[config.mk]
export PLATFORM = sky130hd
export DESIGN_NAME = scan_mem_loader
export DESIGN_NICKNAME = d
export VERILOG_FILES = /design/src/rtl/scan_mem_loader.sv
export SDC_FILE = /design/constraint.sdc
export NUM_CORES = 1
export LEC_CHECK = 0
export CORE_MARGIN = 10
export CORE_UTILIZATION = 50
export DETAILED_ROUTE_END_ITERATION = 8
export GPL_ROUTABILITY_DRIVEN = 0
export HOLD_SLACK_MARGIN = 0.06
export PLACE_DENSITY_LB_ADDON = 0.2
export SYNTH_ARGS = -nofsm -noshare
export SYNTH_HDL_FRONTEND = slang
export SYNTH_SLANG_ARGS = --single-unit
[constraint.sdc]
create_clock -name clk -period 2.3 [get_ports clk]
set_input_delay 0.46 -clock clk [delete_from_list [all_inputs] [get_ports clk]]
set_output_delay 0.46 -clock clk [all_outputs]
set_load 0.03 [all_outputs]
[src/rtl/scan_mem_loader.sv]
// Serial scan receiver: shifts address/data words in, runs single-word
// CMEM/DMEM accesses, shifts readback out and gates execution start.
module scan_mem_loader #(
    parameter int ADDR_W = 16,
    parameter int DATA_W = 16
) (
    input  logic              clk,
    input  logic              rst_n,
    input  logic              scan_in,
    input  logic              scan_en,
    input  logic              scan_data_or_addr,
    input  logic              read_write,
    input  logic              scan_update,
    input  logic              scan_start_exec,
    input  logic              exec_end,
    input  logic [DATA_W-1:0] mem_rdata,
    output logic              cmem_ce,
    output logic              dmem_ce,
    output logic              mem_we,
    output logic [ADDR_W-2:0] mem_addr,
    output logic [DATA_W-1:0] mem_wdata,
    output logic              scan_out,
    output logic              busy,
    output logic              exec_start,
    output logic              exec_done,
    output logic              load_err
);

    localparam logic [1:0] S_IDLE    = 2'd0;
    localparam logic [1:0] S_WR      = 2'd1;
    localparam logic [1:0] S_RD_REQ  = 2'd2;
    localparam logic [1:0] S_RD_WAIT = 2'd3;

    logic [1:0]        state;
    logic [ADDR_W-1:0] addr_sr;
    logic [DATA_W-1:0] data_sr;
    logic              sel_cmem;
    logic              start_q;
    logic              end_q;
    logic              exec_pend;

    logic idle;
    logic commit;
    logic shift;
    logic access;
    logic start_rise;
    logic end_rise;
    logic fire;

    always_comb begin
        idle       = (state == S_IDLE);
        commit     = scan_update && idle && !scan_start_exec;
        shift      = scan_en && idle && !scan_update;
        access     = (state == S_WR) || (state == S_RD_REQ);
        start_rise = scan_start_exec && !start_q;
        end_rise   = exec_end && !end_q;
        // a rise seen while busy stays pending until the FSM is idle again
        fire       = scan_start_exec && idle && (start_rise || exec_pend);
    end

    assign cmem_ce  = access && sel_cmem;
    assign dmem_ce  = access && !sel_cmem;
    assign mem_we   = (state == S_WR);
    assign busy     = !idle;
    assign scan_out = data_sr[0];

    always_ff @(posedge clk or negedge rst_n) begin
        if (!rst_n) begin
            state     <= S_IDLE;
            addr_sr   <= '0;
            data_sr   <= '0;
            sel_cmem  <= 1'b0;
            mem_addr  <= '0;
            mem_wdata <= '0;
        end else begin
            case (state)
                S_IDLE: begin
                    if (commit) begin
                        mem_addr  <= addr_sr[ADDR_W-2:0];
                        mem_wdata <= data_sr;
                        sel_cmem  <= addr_sr[ADDR_W-1];
                        state     <= read_write ? S_WR : S_RD_REQ;
                    end else if (shift) begin
                        if (scan_data_or_addr)
                            data_sr <= {scan_in, data_sr[DATA_W-1:1]};
                        else
                            addr_sr <= {scan_in, addr_sr[ADDR_W-1:1]};
                    end
                end
                S_WR:      state <= S_IDLE;
                S_RD_REQ:  state <= S_RD_WAIT;
                S_RD_WAIT: begin
                    data_sr <= mem_rdata;
                    state   <= S_IDLE;
                end
                default:   state <= S_IDLE;
            endcase
        end
    end

    always_ff @(posedge clk or negedge rst_n) begin
        if (!rst_n) begin
            start_q    <= 1'b0;
            end_q      <= 1'b0;
            exec_pend  <= 1'b0;
            exec_start <= 1'b0;
            exec_done  <= 1'b0;
            load_err   <= 1'b0;
        end else begin
            start_q    <= scan_start_exec;
            end_q      <= exec_end;
            exec_pend  <= scan_start_exec && !fire
                          && (exec_pend || start_rise);
            exec_start <= fire;
            if (scan_update && !commit)
                load_err <= 1'b1;
            if (fire)
                exec_done <= 1'b0;
            else if (end_rise && scan_start_exec)
                exec_done <= 1'b1;
        end
    end

endmodule
==> flow_summary.toml, run 1 <==
[sta]
clock.fmax_mhz = 476
max-slew-margin-rel_pct = 72.8
setup_viol = 0
grt_setup_unrepaired = "no"
fin_crit_sh_pct = 91.3
slew_viol_final = 0
tns_ns = 0
hold_violations = 0
worst_pin_slew_ns = 0.408
hold_slack_ns = 0.481
min_period_ns = 2.10
final.setup_skew_ns = 0.0138

[global_routing]
first_global_vias = 1957
overflow = 0
antenna_found_initial = 0
grt_max_degree = 43
grt_use_total_pct = 13.2
grt_pass1_wl_um = 10200

[synth]
synthFlopType = "dfrtp_1"
yosysTopAreaCell = "dfrtp_1"
yosysUniqueCellTypes = 23
ys_warn_count = 0
syn_area_sq_um = 2990
synthTopCellsByArea = "dfrtp_1 (60%), mux2_2 (30%), ha_1 (2.1%), buf_6 (0.75%), a211oi_4 (0.67%)"
syn_nets = 220
ys_seq_area_share_pct = 60.3
synth_seq_cells = 72
postSynth.asyncResetShare_pct = 100
synth_common_cells = "mux2_2 (80), dfrtp_1 (72), ha_1 (5), inv_1 (5), buf_2 (4)"
synth_area_per_cell_sq_um = 15.7
synthCells = 190
synth_edf_count = 0
synth_most_common_cell = "mux2_2"
synth_top_area_share_pct = 60.3

[detailed_routing]
drt_iter0_drc = 35
drc_errors = 0
num_vias = 1741
viasPerCell = 5.05
wl_per_cell_um = 17.1
dr.pass1.iters = 4
antenna_left = 0
wl_um = 5910

[power]
peakVddDrop_mv = 0.881
leakagePower_nw = 1.80
pwr_density_cell_nw_per_um2 = 1320

[critical_path]
cp_top_family = "buffers and inverters"
endpoint_kind = "primary output"
path_cells = "inv_1 > ha_1 > nor2b_1 > dlygate4sd2_1"
r2r_setup_slack_ns = 0.41
worst-path-max-fanout = 4
crit_buf_inv = 2
cp_data_arrival_time_ns = 1.64
critical_path_class = "flop to primary output"
slowest_stage = "dlygate4sd2_1"
crit_required_ns = 1.84
max_stage_delay_ns = 0.42
start_kind = "flop"

[floorplanning]
die_x_um = 97.3
initial_core_util_pct = 51.0
core_sq_um = 5850
row_count = 28
chipHeight_um = 97.3
io-pin-count = 64
dieArea_sq_um = 9460

[status]
status = "completed"

[layout]
layout.nets = 295
num_antenna_cells = 0
finalCoreUtilization_pct = 68.1
drive_gt1_share_pct = 39.6
fillers = 437
syn2layout_area_growth_pct = 33.5

[clock_network]
cts_buffer_depth = 2
clk_pin_slew_ns = 0.07
clk_latency_ns = 0.34
cts_tree = "built"
htree_levels = 3
cts.sink_count = 72
cts-root-buf = "clkbuf_8"
cts-buffers-inserted = 9

[min_path]
min_path_type = "flop to flop"

[placed_design]
io_buffer_count = 63
place_hpwl_um = 4120

[run]
cap_violations = 0
## path summary, 6_finish.rpt
kind                                 startpoint                  endpoint  cells after the start
setup / recovery           state[0]$_DFFE_PN0P_                   dmem_ce                      4
hold / removal             load_err$_DFFE_PN0P_      load_err$_DFFE_PN0P_                      1
setup reg to reg           state[1]$_DFFE_PN0P_    data_sr[1]$_DFFE_PN0P_                      6
hold reg to reg            load_err$_DFFE_PN0P_      load_err$_DFFE_PN0P_                      1
max in group asynchronous                 rst_n    addr_sr[4]$_DFFE_PN0P_                      3
min in group asynchronous                 rst_n  mem_wdata[9]$_DFFE_PN0P_                      2
## per-stage QoR
step | setup WS [ns] | instances | power [mW] | cell area [sq um]
after detailed placement | 0.119 | 328 | 4.38 | 3780
after CTS | 0.0981 | 345 | 5.35 | 3980
after floorplan | 0.388 | 190 | 3.47 | 2990
after global routing | 0.0315 | 345 | 5.59 | 3990
final | 0.199 | 345 | 5.27 | 3990
after global placement | 0.148 | 328 | 4.31 | 3780
## per-layer routing
metal	vias up	track usage [%]	share of wire, %
li1	825	-	-
met1	865	16.1	44
met3	3	6.19	7.1
met2	48	20.3	49
met5	-	0	0
met4	0	3.69	0.17
## flip-flops by register name, summed over array words and instances (netlist names), 2 cells and up
name and flops:
addr_sr 16, data_sr 16, mem_addr 15, mem_wdata 16, state 2
## kinds of logic after synthesis
| group | after synthesis | synth area share, % |
|---|---|---|
| muxes | 80 | 30.2 |
| DFF | 72 | 60.3 |
| buffers and inverters | 13 | 2.43 |
| and+or+nand+nor | 12 | 2.56 |
| AOI/OAI and AO/OA | 8 | 2.43 |
| adders and majority gates | 5 | 2.09 |
## cells in the final DEF, fill, tap and decap left out, types with 2 or more instances in the layout
master | synthesis | layout
nand3b_1 | 2 | 2
clkdlybuf4s50_1 | 0 | 58
and3b_1 | 2 | 2
nor2_1 | 3 | 3
mux2_2 | 80 | 80
buf_12 | 0 | 4
buf_4 | 1 | 5
inv_1 | 5 | 5
dlygate4sd2_1 | 0 | 3
ha_1 | 5 | 5
clkbuf_8 | 0 | 10
o21ai_0 | 2 | 2
dfrtp_1 | 72 | 72
clkinv_2 | 0 | 2
## report_power, final
| part | internal (mW) | switching [mW] | total [mW] |
|---|---|---|---|
| Sequential | 1.68 | 0.244 | 1.93 |
| Clock | 0.529 | 0.449 | 0.978 |
| Combinational | 1.23 | 1.14 | 2.37 |
| Total | 3.44 | 1.83 | 5.27 |
## final cells by class
| class | count | area [sq um] | area share [%] |
|---|---|---|---|
| clock inverter | 5 | 56.3 | 1.41 |
| sequential | 72 | 1800 | 45.2 |
| tap | 75 | 93.8 | 2.35 |
| multi-input combinational | 105 | 1130 | 28.3 |
| clock buffer | 11 | 141 | 3.55 |
| inverter | 5 | 18.8 | 0.471 |
| timing repair buffer | 72 | 747 | 18.7 |
## what timing repair did
item	CTS	global route
endpoints found under the hold margin	24	0
pin swaps	0	0
buffers inserted	0	0
hold buffers	1	0
setup endpoints to repair	3	1
resized for setup	3	1
Note: power is estimated with default switching activity, not from simulation.
==> run 2: changes to the inputs <==
- CELL_PAD_IN_SITES_DETAIL_PLACEMENT: default -> 1
- CELL_PAD_IN_SITES_GLOBAL_PLACEMENT: default -> 2
- CORE_UTILIZATION: 50 -> 37
- CTS_BUF_LIST: default -> sky130_fd_sc_hd__clkbuf_8
==> run 2 against run 1 <==
Net effect:
- hold slack worse by 0.0090 ns
- cell area up 2.0%
- global-route usage down 1.9 points
- non-clock buffer count up 1
- cell count up 8.1%
- clock skew down 0.0056 ns
- sequential share of layout area down 0.89 points
- critical endpoint is now mem_we
- largest power group unchanged
==> flow_summary.toml, run 2 (synthesis results as in run 1) <==
[status]
status = "completed"

[sta]
fin_crit_sh_pct = 95.9
hold_violations = 0
hold_slack_ns = 0.472
grt_setup_unrepaired = "no"
tns_ns = 0
max-slew-margin-rel_pct = 74.3
setup_slack_ns = 0.0946
worst_pin_slew_ns = 0.382
min_period_ns = 2.21
setup_viol = 0
slew_viol_final = 0
final.setup_skew_ns = 0.00821
clock.fmax_mhz = 453

[min_path]
hold_depth = 1
min_from = "load_err$_DFFE_PN0P_"
whs_endpoint = "load_err$_DFFE_PN0P_"
min_path_type = "flop to flop"

[clock_network]
cts-buffers-inserted = 9
clk_latency_ns = 0.34
clk_pin_slew_ns = 0.08
cts-root-buf = "clkbuf_8"
cts_buffer_depth = 2
post-cts-setup-buffers = 0
cts.sink_count = 72
cts_tree = "built"
htree_levels = 3

[power]
peakVddDrop_mv = 0.766
pwr_density_cell_nw_per_um2 = 1350
total_power_mw = 5.47
leakagePower_nw = 1.81

[layout]
final_cell_mix = "mux2_2 (80), dfrtp_1 (72), clkdlybuf4s50_1 (59), clkbuf_8 (12), buf_4 (6)"
layout.nets = 296
drive_gt1_share_pct = 40.2
stdcell_count = 373
fillers = 753
syn2layout_area_growth_pct = 36.2
multiInputGateArea_sq_um = 1130
num_antenna_cells = 0
finalCoreUtilization_pct = 52.1
final_common_cell = "mux2_2"
largestRegisters = "addr_sr x16, data_sr x16, mem_wdata x16"
seqCellArea_sq_um = 1800
fin_area_sq_um = 4070

[placed_design]
dpl_cell_area_sq_um = 3820
place_hpwl_um = 4430
place_inst = 356
io_buffer_count = 63
place_ws_ns = 0.192

[detailed_routing]
drt_iter0_drc = 44
wl_per_cell_um = 16.9
viasPerCell = 4.73
dr.pass1.iters = 3
wl_um = 6300
antenna_left = 0
drc_errors = 0
num_vias = 1765

[critical_path]
r2r-start = "state[0]$_DFFE_PN0P_"
r2r_setup_slack_ns = 0.38
cp_data_arrival_time_ns = 1.75
crit_required_ns = 1.84
endpoint_kind = "primary output"
worstReg2RegEnd = "data_sr[1]$_DFFE_PN0P_"
crit_path_start = "state[1]$_DFFE_PN0P_"
start_kind = "flop"
worst-path-max-fanout = 4
reg2reg_depth = 7
critical_path_class = "flop to primary output"

[floorplanning]
row_count = 32
io-pin-count = 64
initial_core_util_pct = 38.3
die_x_um = 110
core_sq_um = 7810
chipHeight_um = 110
dieArea_sq_um = 12100

[global_routing]
grt_pass1_wl_um = 10600
overflow = 0
grt_max_degree = 48
antenna_found_initial = 0
first_global_vias = 2030
grt_use_total_pct = 11.2

[run]
cap_violations = 0
[run 2: changes by cell type in the layout (fill, tap and decap cells not counted)]
cell	before	now
clkbuf_8	10	12
buf_4	5	6
bufinv_16	1	2
clkbuf_1	1	0
clkdlybuf4s50_1	58	59
clkinv_2	2	1
clkinv_4	1	0
clkinvlp_4	1	0
dlymetal6s2s_1	1	0
inv_6	0	1
[run 2: layer usage]
layer  GRT usage [%]  vias up  wire [um]
li1                -      823          -
met1            14.9      883       2910
met2            16.1       47       2760
met3            4.21       12        532
met4            4.46        0        101
met5               0        -          0
[run 2: how the worst max path moves through the flow]
stage,end,depth (start not counted)
2_1_floorplan,data_sr[0]$_DFFE_PN0P_,7
3_3_place_gp,data_sr[1]$_DFFE_PN0P_,5
3_5_place_dp,data_sr[3]$_DFFE_PN0P_,5
4_1_cts,mem_we,3
5_1_grt,mem_we,3
6_report,mem_we,3
[run 2: power by group]
part / switching, mW / leakage [nW] / internal [mW] / total, mW
clock network: 0.468 / 0.123 / 0.702 / 1.17
logic: 1.13 / 0.779 / 1.24 / 2.37
registers: 0.246 / 0.910 / 1.68 / 1.93
[run 2: timing repair]
| item | in CTS | in global routing |
|---|---|---|
| hold endpoints to repair | 25 | 0 |
| endpoints found under the setup margin | 3 | 0 |
| resized for setup | 3 | 0 |
| hold buffers | 1 | 0 |
[run 2: layout make-up]
type,count,area share (%)
Sequential cell,72,44.3
Clock buffer,12,4.06
Clock inverter,4,1.82
Tap cell,102,3.14
Multi-Input combinational cell,105,27.7
Inverter,5,0.462
Timing Repair Buffer,73,18.5
[run 2: worst max-delay path, stage by stage (launching register included)]
cell and delay, ns:
dfrtp_1 0.40, inv_1 0.14, ha_1 0.19, clkdlybuf4s50_1 0.68
